===== src/rtl/jh512_msg_padder.sv =====
// Packs 64-bit message words into 512-bit JH512 blocks with byte-granular padding.
// Define JH512_LEN128_EN for a full 128-bit bit-length counter (default: 64-bit, wrapping).
module jh512_msg_padder (
    input  logic         clk,
    input  logic         rst_n,
    input  logic [63:0]  in_data,
    input  logic [3:0]   in_nbytes,
    input  logic         in_last,
    input  logic         in_valid,
    output logic         in_ready,
    output logic [511:0] blk_data,
    output logic         blk_valid,
    input  logic         blk_ready,
    output logic         blk_first,
    output logic         blk_last
);

`ifdef JH512_LEN128_EN
    localparam int LEN_W = 128;
`else
    localparam int LEN_W = 64;
`endif

    typedef enum logic [1:0] {
        FILL     = 2'd0,
        SEND     = 2'd1,
        SEND_PAD = 2'd2
    } state_t;

    state_t             r_state;
    logic [2:0]         r_idx;
    logic [LEN_W-1:0]   r_len;
    logic [511:0]       r_buf;
    logic               r_first_flag;
    logic               r_msg_end;
    logic               r_boundary;
    logic               r_in_ready;
    logic               r_blk_valid;
    logic               r_blk_first;
    logic               r_blk_last;

    logic [3:0]         w_n;
    logic [63:0]        w_word;
    logic [LEN_W-1:0]   w_len_sum;
    logic [127:0]       w_len_field;
    logic [8:0]         w_base;
    logic [8:0]         w_mark_base;
    logic               w_empty_last;

    // Partial counts only make sense on the final word; anything else is a full word.
    assign w_n          = (!in_last || (in_nbytes > 4'd8)) ? 4'd8 : in_nbytes;
    assign w_len_sum    = r_len + LEN_W'({w_n, 3'b000});
    assign w_base       = {3'd7 - r_idx, 6'd0};
    assign w_mark_base  = {3'd6 - r_idx, 6'd56};
    assign w_empty_last = in_last && (w_n == 4'd0) && (r_idx == 3'd0);

`ifdef JH512_LEN128_EN
    assign w_len_field = r_len;
`else
    assign w_len_field = {64'd0, r_len};
`endif

    genvar gi;
    generate
        for (gi = 0; gi < 8; gi = gi + 1) begin : g_lane
            assign w_word[63-8*gi -: 8] = (4'(gi) < w_n) ? in_data[63-8*gi -: 8] :
                                          ((4'(gi) == w_n) && in_last) ? 8'h80 : 8'h00;
        end
    endgenerate

    function automatic logic [511:0] pad_block(input logic marker, input logic [127:0] len);
        pad_block = {(marker ? 8'h80 : 8'h00), 376'd0, len};
    endfunction

    always_ff @(posedge clk) begin
        if (!rst_n) begin
            r_state      <= FILL;
            r_idx        <= '0;
            r_len        <= '0;
            r_buf        <= '0;
            r_first_flag <= 1'b1;
            r_msg_end    <= 1'b0;
            r_boundary   <= 1'b0;
            r_in_ready   <= 1'b1;
            r_blk_valid  <= 1'b0;
            r_blk_first  <= 1'b0;
            r_blk_last   <= 1'b0;
        end else begin
            case (r_state)
                FILL: begin
                    if (r_in_ready && in_valid) begin
                        r_len <= w_len_sum;
                        if (w_empty_last) begin
                            // Message ended on a block boundary with nothing new: only the pad block remains.
                            r_state      <= SEND_PAD;
                            r_buf        <= pad_block(1'b1, w_len_field);
                            r_in_ready   <= 1'b0;
                            r_blk_valid  <= 1'b1;
                            r_blk_first  <= r_first_flag;
                            r_blk_last   <= 1'b1;
                            r_first_flag <= 1'b0;
                        end else begin
                            r_buf[w_base +: 64] <= w_word;
                            if (in_last && (w_n == 4'd8) && (r_idx != 3'd7)) begin
                                r_buf[w_mark_base +: 8] <= 8'h80;
                            end
                            if (in_last || (r_idx == 3'd7)) begin
                                r_state     <= SEND;
                                r_in_ready  <= 1'b0;
                                r_blk_valid <= 1'b1;
                                r_blk_first <= r_first_flag;
                                r_blk_last  <= 1'b0;
                                r_msg_end   <= in_last;
                                r_boundary  <= in_last && (w_n == 4'd8) && (r_idx == 3'd7);
                            end else begin
                                r_idx <= r_idx + 3'd1;
                            end
                        end
                    end
                end
                SEND: begin
                    if (blk_ready) begin
                        r_first_flag <= 1'b0;
                        r_blk_first  <= 1'b0;
                        r_idx        <= '0;
                        if (r_msg_end) begin
                            r_state    <= SEND_PAD;
                            r_buf      <= pad_block(r_boundary, w_len_field);
                            r_blk_last <= 1'b1;
                        end else begin
                            r_state     <= FILL;
                            r_buf       <= '0;
                            r_blk_valid <= 1'b0;
                            r_in_ready  <= 1'b1;
                        end
                    end
                end
                SEND_PAD: begin
                    if (blk_ready) begin
                        r_state      <= FILL;
                        r_buf        <= '0;
                        r_idx        <= '0;
                        r_len        <= '0;
                        r_first_flag <= 1'b1;
                        r_msg_end    <= 1'b0;
                        r_boundary   <= 1'b0;
                        r_in_ready   <= 1'b1;
                        r_blk_valid  <= 1'b0;
                        r_blk_first  <= 1'b0;
                        r_blk_last   <= 1'b0;
                    end
                end
                default: r_state <= FILL;
            endcase
        end
    end

    assign in_ready  = r_in_ready;
    assign blk_data  = r_buf;
    assign blk_valid = r_blk_valid;
    assign blk_first = r_blk_first;
    assign blk_last  = r_blk_last;

endmodule


===== config.mk =====
export PLATFORM = sky130hd
export DESIGN_NAME = jh512_msg_padder
export DESIGN_NICKNAME = d
export VERILOG_FILES = /design/src/rtl/jh512_msg_padder.sv
export SDC_FILE = /design/constraint.sdc
export NUM_CORES = 1
export LEC_CHECK = 0
export ABC_AREA = 1
export BUFFER_PORTS_ARGS = -buffer_cell sky130_fd_sc_hd__buf_2
export CAP_MARGIN = 0
export CELL_PAD_IN_SITES_DETAIL_PLACEMENT = 1
export CELL_PAD_IN_SITES_GLOBAL_PLACEMENT = 2
export CORE_ASPECT_RATIO = 0.8
export CORE_MARGIN = 1
export CORE_UTILIZATION = 34
export CTS_BUF_LIST = sky130_fd_sc_hd__clkbuf_8
export DETAILED_ROUTE_END_ITERATION = 7
export PLACE_DENSITY = 0.88
export SLEW_MARGIN = 20
export SYNTH_ARGS = -nofsm -noshare
export SYNTH_HDL_FRONTEND = slang
export SYNTH_SLANG_ARGS = --single-unit

===== constraint.sdc =====
create_clock -name clk -period 4.1 [get_ports clk]
set_input_delay 0 -clock clk [delete_from_list [all_inputs] [get_ports clk]]
set_output_delay 0 -clock clk [all_outputs]
set_load 0.1 [all_outputs]

## Yosys cells after proc, flatten, opt, wreduce, memory -nomap -nowiden

Index checks and enable logic that the tools add are counted.

- $add $sub $neg: 6
- Magnitude comparators: 9
- Equality and inequality tests: 23
- Shift operators: 4
- Mux-type cells: 76
- Reduce and logical (&&, ||, !) cells: 32

Operator list:

| kind | number |
|---|---|
| 512-bit 2-to-1 mux | 6 |
| 512-bit case mux with 3 select lines | 1 |
| 512-bit bitwise mux | 2 |
| 64-bit by 11-bit variable shift with 512-bit output, first input constant | 1 |
| 8-bit by 11-bit variable shift with 512-bit output, first input constant | 1 |
| 64-bit by 11-bit indexed part select with 512-bit output | 1 |
| 8-bit by 11-bit indexed part select with 512-bit output, first input constant | 1 |
| 8-bit 2-to-1 mux | 17 |
| 64-bit 2-to-1 mux | 2 |
| 64-bit case mux with 2 select lines | 1 |
| 64-bit by 7-bit adder with 64-bit output | 1 |
| 1-bit 2-to-1 mux | 27 |
| 9-bit negation with 11-bit output | 2 |
| 2-bit != test, second input constant | 9 |
| 3-bit by 4-bit == test with 1-bit output, first input constant | 4 |
| 3-bit by 4-bit < comparator with 1-bit output, first input constant | 4 |
| 5-bit AND reduction | 3 |
| 1-bit logical AND | 13 |
| 2-bit 2-to-1 mux | 6 |
| 3-bit 2-to-1 mux | 4 |
| 1-bit case mux with 3 select lines | 4 |
| 4-bit AND reduction | 3 |
| 6-bit AND reduction | 2 |
| 2-bit by 4-bit == test with 1-bit output, first input constant | 2 |
| 25 further kinds | 33 |

- Bits in registers: 588
- Input port bits: 73
- Output and inout port bits: 516
- Word-level logic and storage cells: 161

## Depth between registers and ports, before layout

- Depth after elaboration: 14
- Gate-level depth with buffers: 20

## Worst setup path after synthesis

Ideal clock, no wire load.

- Path type: reg2reg
- Start point: reg r_in_ready (netlist: in_ready)
- End point: reg r_buf[388] (netlist: blk_data[388])
- Data arrival time: 2.417 ns
- Required time: 4.030 ns
- Slack: 1.613 ns
- Cell stages (with the launch flop): 10
- Buffers on the path: 3
- Clock period less this slack: 2.487 ns
- Cell sequence: dfxtp_1 -> a21oi_2 -> nor2_1 -> nand2_2 -> buf_2 -> nor2_1 -> buf_2 -> clkbuf_1 -> nand2_1 -> a21oi_1

- Word-level cells in the longest chain between the ends: 3

Ends and longest elaborated chain:

| element | RTL line | RTL |
|---|---|---|
| start, declared | 37 | `logic r_in_ready;` |
| start signal, assigned | 84 | `r_in_ready <= 1'b1;` |
| start signal, assigned | 97 | `r_in_ready <= 1'b0;` |
| start signal, assigned | 109 | `r_in_ready <= 1'b0;` |
| 1-bit logical AND | 91 | `if (r_in_ready && in_valid) begin` |
| 2-bit != test (no line) | n/a |  |
| 4-bit AND reduction (no line) | n/a |  |
| end signal, assigned | 96 | `r_buf <= pad_block(1'b1, w_len_field);` |
| end signal, assigned by index | 103 | `r_buf[w_base +: 64] <= w_word;` |
| end signal, assigned | 128 | `r_buf <= pad_block(r_boundary, w_len_field);` |
| end, declared | 33 | `logic [511:0] r_buf;` |

Every way passes these cells.
A chain may end at the register's enable or synchronous reset.

## Final worst setup path

- Start point: reg r_state[0]
- End point: reg r_buf[286] (netlist: blk_data[286])

- Word-level cells in the longest chain between the ends: 3
- Elaborated cells between the ends (all ways): 9
- Those cells by class: eq/ne: 5; mux: 1; reduce/logical: 3

Ends and longest elaborated chain:

| element | RTL line | RTL |
|---|---|---|
| start, declared | 30 | `state_t r_state;` |
| start signal, assigned | 77 | `r_state <= FILL;` |
| start signal, assigned | 95 | `r_state <= SEND_PAD;` |
| start signal, assigned | 108 | `r_state <= SEND;` |
| 2-bit by 1-bit == test with 1-bit output, or another cell as far along | 89 | `case (r_state)` |
| 2-bit != test (no line) / 3-bit nonzero test (equally long branches) | n/a |  |
| 4-bit AND reduction (no line) | n/a |  |

Several ways; a longest one is shown, not always the timed one.

==> impl_results.md <==
- GRT met2 Usage: 0.494
- Sequential-to-total area share from yosys stat: 0.495
- Die height: 238 um
- Hold WC Path Type: in2reg
- Max-Cap Viols: 0
- Core Region: 68900 um2
- GRT Overall Usage: 0.316
- Slowest library cell on the worst path: nor2_4
- Buffers added on ports: 588
- Synthesized area per cell: 7.83 um2
- CTS tree: done
- First-pass GRT wire length: 169 mm
- Hold path cells: 5
- Distinct cells, synth: 52
- Total vias in the final route: 25300
- List of most frequent post-synthesis cells: 585 x dfxtp_1, 532 x nor2_1, 441 x nand2_1
- Area of the multi-input gates: 10500 um2
- Die ar.: 70600 um2
- Crit path cell chain: inv_1 -> ha_1 -> inv_2 -> a21oi_1 -> nor2_1 -> nand2_2 -> inv_2 -> nand2_1 -> inv_2 -> nor2_4 -> buf_4 -> a22oi_1 -> nor2_1
- Post-CTS Setup Inserts: 0
- Placed Area: 27400 um2
- Crit path top cell by count: inv_2
- Synth Register Bits: 585
- Outcome: complete, no violations
- Final GP Congestion: 0.920
- Hold path startpoint: in_data[51]
- Min Hold Slack: 0.0714 ns
- Required @ worst endpoint: 4.76 ns
- Filler instances: 8570
- Synth top area share: 0.495
- Post-synth EDFFs: 0
- Count leader, synth: dfxtp_1
- Global Route met1 Usage: 0.413
- Worst path max stage delay: 0.76 ns
- Final worst slack: 0.621 ns
- RSZ-0062 raised after global routing: no
- Root Buffer: clkbuf_8
- Leakage power: 12.9 nW
- Synth area leaders: dfxtp_1 50%, a22oi_1 8.6%, nor2_1 8.4%, nand2_1 7.0%, a21oi_1 5.8%
- Share of layout cells above drive strength 1: 0.232
- H-tree level count: 3
- Final min period: 3.48 ns
- Number of remaining DRC errors: 0
- Worst Path Max Fanout: 23
- Max_slew headroom: 0.274
- Arr. time, crit path: 4.14 ns
- Fin nets: 3706
- CP startpoint kind: register
- 1st-iter DRT viols: 1979
- Top Ports: 589
- GRT busiest layer: met2
- Largest net degree at the start of global routing: 186
- Design area: 30100 um2
- Grt ovf: 0
- Main flop type after synthesis: dfxtp_1
- Worst reg-to-reg path cell count: 13
- WL/cell: 25.0 um
- CTS Sinks: 585
- Final wirelength: 116 mm
- Drt pass-1 iters: 5
- Initial antenna violation count: 4
- Final Cycle Share: 0.848
- Worst setup startpoint: r_state[0]
- Max-slew violation count: 0
- P&R area growth vs syn: 27.2%
- Async S/R FF share, synth: 0
- Die span in x: 297 um
- Final antenna-violating net count: 0
- Crit Path Class: reg2reg
- Reg clk slew, reported paths: 0.06 ns
- Max IR drop VDD: 721 uV
- DR vias/cell: 5.47
- Initial Util: 0.343
- CP endpoint kind: register
- Worst R2R End: blk_data[286]
- Met3 Resource Use GR: 0.0813
- R2r startpoint: r_state[0]
- Net Count, Synth: 3109
- Fin Setup TNS: 0 ns
- Fin. Hold Viols: 0
- Rows: 86
- Dpl hpwl: 82.4 mm
- Ys Warns: 0
- Peak Freq: 0.287 GHz
- Clk_lat worst skew: 0.74 ns
- Post-synth top area cell: dfxtp_1
- DP Worst Slack: 0.725 ns
- Reg2Reg Setup Slack: 0.62 ns
- Cell area after synthesis: 23700 um2
- Power per cell area: 914 nW/um2
- Mapped Cells: 3022
- WHS Endpoint: blk_data[51]
- Worst-margin pin slew: 1.09 ns
- Clock Skew: 0.0421 ns
- Via count of the first global-routing pass: 25000
- Cts repair resizes: 0
- Clock Tree Buf Depth: 3
- # hold bufs at CTS: 68
- Final setup viols: 0
- Num CTS Buffers: 98
- Sequential standard cell area: 11700 um2
## worst max-delay path by stage
stage	end	slack [ns]	cells past startpoint
floorplan	blk_data[388]	1.61	9
global placement	blk_data[278]	0.83	13
detailed placement	blk_data[286]	0.73	13
CTS	blk_data[286]	0.70	13
global route	blk_data[297]	0.45	13
finish	blk_data[286]	0.62	13
## cells in the final DEF (no fill, tap or decap), types with 5 or more instances in the layout
master	count
inv_1	203
buf_4	47
a21oi_1	275
o211ai_1	11
o21ai_1	5
clkbuf_8	126
a22oi_1	271
nor2_4	16
nand2_1	440
nand2_2	5
buf_2	588
nor2_1	518
dfxtp_1	585
nand4_1	70
dlygate4sd3_1	68
nand3_1	65
nor4_1	9
nor3_1	34
inv_2	13
or2_2	22
clkinv_2	7
a32oi_1	10
o21a_1	5
nor2_2	8
ha_1	14
a221oi_1	6
o21ai_0	122
o22ai_1	36
a211oi_1	68
## sequential cells by signal, summed over array words and instances, names as in the netlist
name	cells
r_msg_end	1
r_boundary	1
blk_valid	1
r_state	2
blk_data	512
blk_first	1
r_first_flag	1
blk_last	1
r_idx	3
in_ready	1
r_len	61
## where the power goes
part           total, mW  switching (mW)  internal (mW)  leakage [nW]
sequential          7.06           0.524           6.54          4.73
clock               5.37            2.59           2.78          1.15
combinational       15.1            12.7           2.36          7.04
total               27.5            15.8           11.7          12.9
## through the flow
| step | util | instances | power (mW) |
|---|---|---|---|
| after floorplan | - | 3022 | 17.8 |
| after global placement | 0.398 | 4375 | 21.9 |
| after detailed placement | 0.398 | 4375 | 22.0 |
| after CTS | 0.437 | 4618 | 27.5 |
| after global routing | 0.437 | 4621 | 28.5 |
| final | 0.437 | 4621 | 27.5 |
## area by class of cell
cell class	count	area share
antenna	3	0.000249
clock buffer	126	0.0576
clock inverter	49	0.00869
inverter	188	0.0238
multi-input combinational	2040	0.348
sequential	585	0.389
tap	924	0.0384
timing repair buffer	706	0.134
## critical path, delay by kind of cell (launching register included)
family / cells / cell delay (ns)
buffers and inverters: 5 / 1.01
adders and majority gates: 1 / 0.24
and+or+nand+nor: 5 / 1.45
DFF: 1 / 0.33
AOI/OAI and AO/OA: 2 / 0.34
## cells by family after synthesis
| logic type | Yosys count | share of synthesized area |
|---|---|---|
| AND/OR/NAND/NOR | 1203 | 0.212 |
| flip-flops | 585 | 0.495 |
| AO/OA/AOI/OAI | 823 | 0.218 |
| buffers and inverters | 397 | 0.0672 |
| adder cells (fa/ha/maj) | 14 | 0.00741 |
## metal layers
| metal | share of wire | vias to the layer above | routed length (um) |
|---|---|---|---|
| met5 | 0 | - | 0 |
| met3 | 0.082 | 221 | 9450 |
| met2 | 0.45 | 1026 | 51600 |
| met4 | 0.045 | 0 | 5200 |
| li1 | - | 11600 | - |
| met1 | 0.43 | 12400 | 49500 |
Power figures use the tool's default switching activity.
